**src/rtl/lzc16_seq_pkg.sv**
```systemverilog
// Shared definitions for the sequential 16-bit leading-zero counter:
// FSM state codes and operand, nibble and count widths.
package lzc16_seq_pkg;

  localparam logic [1:0] ST_IDLE = 2'd0;
  localparam logic [1:0] ST_SCAN = 2'd1;
  localparam logic [1:0] ST_DONE = 2'd2;

  localparam int DIN_W = 16;
  localparam int NIB_W = 4;
  localparam int CNT_W = 5;

endpackage

```
**src/rtl/lzc16_seq_lzc4.sv**
```systemverilog
// Combinational leading-zero count of one nibble (0..3).
// An all-zero nibble returns 3; the caller only uses s when x is nonzero.
module lzc4
  import lzc16_seq_pkg::*;
(
  input  logic [NIB_W-1:0] x,
  output logic [1:0]       s
);

  always_comb begin
    s = 2'd3;
    casez (x)
      4'b1???: s = 2'd0;
      4'b01??: s = 2'd1;
      4'b001?: s = 2'd2;
      default: s = 2'd3;
    endcase
  end

endmodule

```
**src/rtl/lzc16_seq.sv**
```systemverilog
// Sequential leading-zero counter: scans one nibble per cycle from the MSB,
// then pulses done for one cycle with count, zero flag and normalised operand.
module lzc16_seq
  import lzc16_seq_pkg::*;
(
  input  logic             clk,
  input  logic             rst_n,
  input  logic             start,
  input  logic [DIN_W-1:0] din,
  output logic             busy,
  output logic             done,
  output logic [CNT_W-1:0] count,
  output logic             zero,
  output logic [DIN_W-1:0] norm
);

  logic [1:0]       r_state;
  logic [DIN_W-1:0] r_work;
  logic [CNT_W-1:0] r_acc;
  logic [1:0]       r_idx;
  logic [CNT_W-1:0] r_count;
  logic             r_zero;
  logic [DIN_W-1:0] r_norm;

  logic [NIB_W-1:0] w_top;
  logic [1:0]       w_lz;
  logic             w_hit;
  logic [CNT_W-1:0] w_acc_nxt;
  logic [DIN_W-1:0] w_work_nxt;

  assign w_top = r_work[DIN_W-1:DIN_W-NIB_W];
  assign w_hit = |w_top;

  lzc4 u_lzc4 (
    .x (w_top),
    .s (w_lz)
  );

  // Accumulator tops out at 4*4 = 16, which fits the 5-bit count without wrap.
  assign w_acc_nxt  = w_hit ? (r_acc + {3'b000, w_lz}) : (r_acc + CNT_W'(NIB_W));
  assign w_work_nxt = w_hit ? (r_work << w_lz) : (r_work << NIB_W);

  always_ff @(posedge clk or negedge rst_n) begin
    if (!rst_n) begin
      r_state <= ST_IDLE;
      r_work  <= '0;
      r_acc   <= '0;
      r_idx   <= '0;
      r_count <= '0;
      r_zero  <= 1'b0;
      r_norm  <= '0;
    end else begin
      case (r_state)
        ST_IDLE: begin
          if (start) begin
            r_work  <= din;
            r_acc   <= '0;
            r_idx   <= '0;
            r_state <= ST_SCAN;
          end
        end
        ST_SCAN: begin
          r_acc  <= w_acc_nxt;
          r_work <= w_work_nxt;
          if (!w_hit) begin
            r_idx <= r_idx + 2'd1;
          end
          if (w_hit || (r_idx == 2'd3)) begin
            r_count <= w_acc_nxt;
            r_norm  <= w_work_nxt;
            r_zero  <= !w_hit;
            r_state <= ST_DONE;
          end
        end
        ST_DONE: r_state <= ST_IDLE;
        default: r_state <= ST_IDLE;
      endcase
    end
  end

  assign busy  = (r_state != ST_IDLE);
  assign done  = (r_state == ST_DONE);
  assign count = r_count;
  assign zero  = r_zero;
  assign norm  = r_norm;

endmodule
```
**config.mk**
```make
export PLATFORM = sky130hd
export DESIGN_NAME = lzc16_seq
export DESIGN_NICKNAME = d
export VERILOG_FILES = /design/src/rtl/lzc16_seq_pkg.sv /design/src/rtl/lzc16_seq_lzc4.sv /design/src/rtl/lzc16_seq.sv
export SDC_FILE = /design/constraint.sdc
export NUM_CORES = 1
export LEC_CHECK = 0
export ABC_AREA = 1
export BUFFER_PORTS_ARGS = -buffer_cell sky130_fd_sc_hd__clkbuf_2
export CAP_MARGIN = 40
export CORE_ASPECT_RATIO = 2
export CORE_MARGIN = 10
export CORE_UTILIZATION = 25
export DETAILED_ROUTE_END_ITERATION = 7
export PLACE_DENSITY = 0.43
export SLEW_MARGIN = 20
export SYNTH_ARGS = -nofsm -noshare
export SYNTH_HDL_FRONTEND = slang
export SYNTH_SLANG_ARGS = --single-unit
```
**constraint.sdc**
```tcl
create_clock -name clk -period 3.3 [get_ports clk]
set_input_delay 0.33 -clock clk [delete_from_list [all_inputs] [get_ports clk]]
set_output_delay 0.33 -clock clk [all_outputs]
set_load 0.01 [all_outputs]
```
==> parameters.txt <==
Parameter                              Value

Clock tree
  Maximum root-to-sink buffer count    2
  CTS tree    built
  Clock-pin slew on the worst setup and hold paths    about 70 ps
  Insertion delay of the later-clocked pin in the worst-skew pair    300 ps
  Depth of the CTS H-tree    2
  TritonCTS Buffers    5
  Clock tree sinks    between 40 and 50
  Post-CTS sizing    0
  Cell at the root of the clock tree    clkbuf_16

Global routing
  Remaining global-route overflow    0
  Number of global-route vias before repair    about 2,700
  Overall track demand over capacity in global routing    roughly 12%
  Pin count of the biggest net entering global routing    26
  Initial antenna violation count    0
  First-pass GRT wire length    roughly 14,000 um

Synth
  Number of cells produced by synthesis    352
  Mapped Nets    roughly 380
  Post-synth design cell area    about 2700 um^2
  Cell type with the highest aggregate area in the netlist    dfrtp_1
  Synthesis-stage register bit count    47
  Post-Synthesis Mean Instance Area    around 7.7 um^2
  Number of flops mapped to enable cells by yosys    0
  Dominant register cell in the synthesized netlist    dfrtp_1
  Yosys synthesis warning count    0
  Area fraction of the dominant cell type after synthesis    a little over two fifths
  Most numerous cell types in the synthesized netlist    nand2_1 (127), dfrtp_1 (47), nand3_1 (47)
  Async set-reset flop share out of synthesis    100.0%
  Most area-consuming cells after synthesis    dfrtp_1 (44%), nand2_1 (18%), nand3_1 (8.7%)
  Synth cell types    35
  Sequential-to-total area share from yosys stat    43.54%
  Count leader, synth    nand2_1

Drt
  Avg Vias per Cell    4.585
  Detailed route wirelength on metal3    270 um
  Routed metal-1 wire length    around 3100 um
  Initial detailed-routing violation count    120
  Drt first pass iters    4
  Detailed-route wire length    8568 um
  Detail-routed net length per standard cell    16.08 um
  Sum of met2 wire segment lengths after detailed routing    about 5000 um
  Antenna Nets Post-Route    0
  DRC errors left    0
  Highest metal layer with signal wires    met4
  Vias    2,444

Critical path
  Ordered cell list for the critical path    inv_2 -> nand2_1 -> nand2_2 -> ha_1 -> fa_1 -> inv_1 -> nand2_1 -> nand2_1 -> xnor2_1 -> nand2_1 -> nand2_1
  Buffers plus inverters on the worst setup path    2
  Required time reported for the critical path endpoint    approximately 3500 ps
  Cell family with most CP delay    simple AND/OR/NAND/NOR gates
  Kind of start point of the critical path    flop
  Worst Setup End Kind    flop
  Critical path arrival    2330 ps
  Reg-to-reg slack, setup    around 1200 ps
  Class of the most critical setup path    flop to flop
  Delay contributed by the slowest stage of the critical path    440 ps
  Dominant cell type by count on the critical path    nand2_1
  Largest driver fanout on the critical path    11
  Slowest stage cell, crit path    dfrtp_1

Floorplanning
  Floorplan row count    53
  Die Height    167.0 um
  Die width    93.50 um
  Placeable core region    ~11,000 um^2
  Die outline area    between 15,000 and 20,000 um^2
  Starting utilization of the core area    25.62%
  Num ports    43

Cells and area
  Number of inserted diodes    0
  Area Growth Syn to Fin    19.13%
  Number of nets at the end of the flow    419
  FILL cells    approximately 1,200
  Area taken by multi-input logic gates    1262 um^2
  Share of post-route cells with drive strength above 1    around a fifth
  Post-route cell area    3218 um^2
  Area occupied by registers    roughly 1200 um^2

STA
  Clock skew    between 8 and 9 ps
  Part of the cycle the worst path needs    63.71%
  Final setup violation count    0
  Maximum operating frequency    roughly 480 MHz
  Post-layout min period    between 2000 and 2500 ps
  Slew Limit Fails    0
  Actual transition at the worst max-transition pin    roughly 490 ps
  Rel. slew slack    between 60% and 70%
  Setup TNS    0 ps
  Setup repair after global routing missed its margin    false
  Final Hold Viols    0

Pwr
  Standby leakage power    ~1.7 nW
  Power density relative to cell area    1111 nW/um^2
  Maximum resistive drop on vdd    about 0.24 mV

Placed design
  Total placed instance area    around 3000 um^2
  Detailed Place HPWL    roughly 6500 um
  Port bufs    42
  Last weighted congestion value of the routability-driven placer    0.8306

Worst hold path
  Worst min path class    primary input to flop

Run
  Max capacitance violation total    0

Status
  Result of the run    complete, no violations
-- per-layer routing --
| layer | track usage (%) | vias up |
|---|---|---|
| li1 | - | 1207 |
| met1 | 10.92 | 1178 |
| met2 | 22.31 | 46 |
| met3 | 2.296 | 13 |
| met4 | 5.196 | 0 |
| met5 | 0 | - |
-- report_power, final --
group | leakage (nW) | internal (mW) | total (mW) | switching (mW)
logic | 1.06 | 0.613 | 1.90 | 1.29
registers | 0.590 | 0.819 | 0.999 | 0.181
clock network | 0.0900 | 0.435 | 0.677 | 0.242
total | 1.74 | 1.87 | 3.58 | 1.71
-- final timing paths --
check	start	endpoint	cells after the start
max in group asynchronous	rst_n	norm[10]	3
worst min-delay path	start	r_state[0]	3
worst max-delay path	r_work[15]	count[4]	11
min in group asynchronous	rst_n	count[3]	2
worst min register to register	norm[5]	norm[5]	2
worst max register to register	r_work[15]	count[4]	11
-- placed cells by master (no fill, tap or decap) --
cell / instances
buf_12: 1
xor2_1: 1
nand2_4: 2
a31oi_1: 1
nand3_2: 8
nand2_1: 127
nor2_4: 2
a21oi_1: 6
bufinv_16: 2
nor2_1: 15
inv_1: 33
nor3_1: 1
clkbuf_16: 5
a211oi_1: 1
nand4_1: 2
o21ai_1: 1
a22o_1: 3
xnor2_1: 1
nand3_1: 47
nor2_2: 2
clkinvlp_4: 1
ha_1: 4
nand2_2: 8
nand3b_1: 1
fa_1: 1
dfrtp_1: 47
o21ai_0: 17
inv_2: 2
buf_4: 5
clkbuf_2: 42
o22ai_1: 2
a22oi_1: 1
a21o_1: 1
dlygate4sd3_1: 1
inv_4: 1
or2_2: 1
-- timing repair --
| item | 4_1_cts | 5_1_grt |
|---|---|---|
| endpoints found under the hold margin | 10 | 0 |
| buffers inserted | 0 | 0 |
| endpoints found under the setup margin | 0 | 0 |
| hold buffers | 1 | 0 |
-- flip-flops by register name, indices dropped and copies added (netlist names) --
register  count
r_idx         2
count         5
zero          1
norm         16
r_state       2
r_acc         5
r_work       16
-- stage by stage --
step	setup slack, ps	instances	hold slack (ps)	util, %	power, mW
finish	1197	533	299.0	30.52	3.576
CTS	1196	533	300.6	30.52	3.634
global route	982.8	533	317.3	30.52	3.926
floorplan	1436	352	34.41	-	2.424
detailed placement	1232	524	280.9	28.60	2.944
global placement	1261	523	464.8	28.41	2.931
-- tightest hold or removal path: stages --
cell,delay (ps)
clkbuf_2,80
inv_1,60
o22ai_1,80
-- kinds of logic (layout without fill, tap and decap cells) --
logic type	after synthesis	count (layout)	synth area share (%)
AND/OR/NAND/NOR	216	216	36.54
buffers and inverters	49	93	9.727
AO/OA/AOI/OAI	33	33	6.948
XOR/XNOR	2	2	0.6486
flip-flops	47	47	43.54
adder cells (fa/ha/maj)	5	5	2.594
-- area by class of cell --
class                   instances  share of cell area [%]
clock inverters                 3                   2.100
clock buffers                   5                   3.888
repair buffers                 49                   8.631
inverters                      36                   4.277
well taps                     137                   5.327
flip-flops and latches         47                   36.55
multi-input cells             256                   39.23
Power figures use the tool's default switching activity.
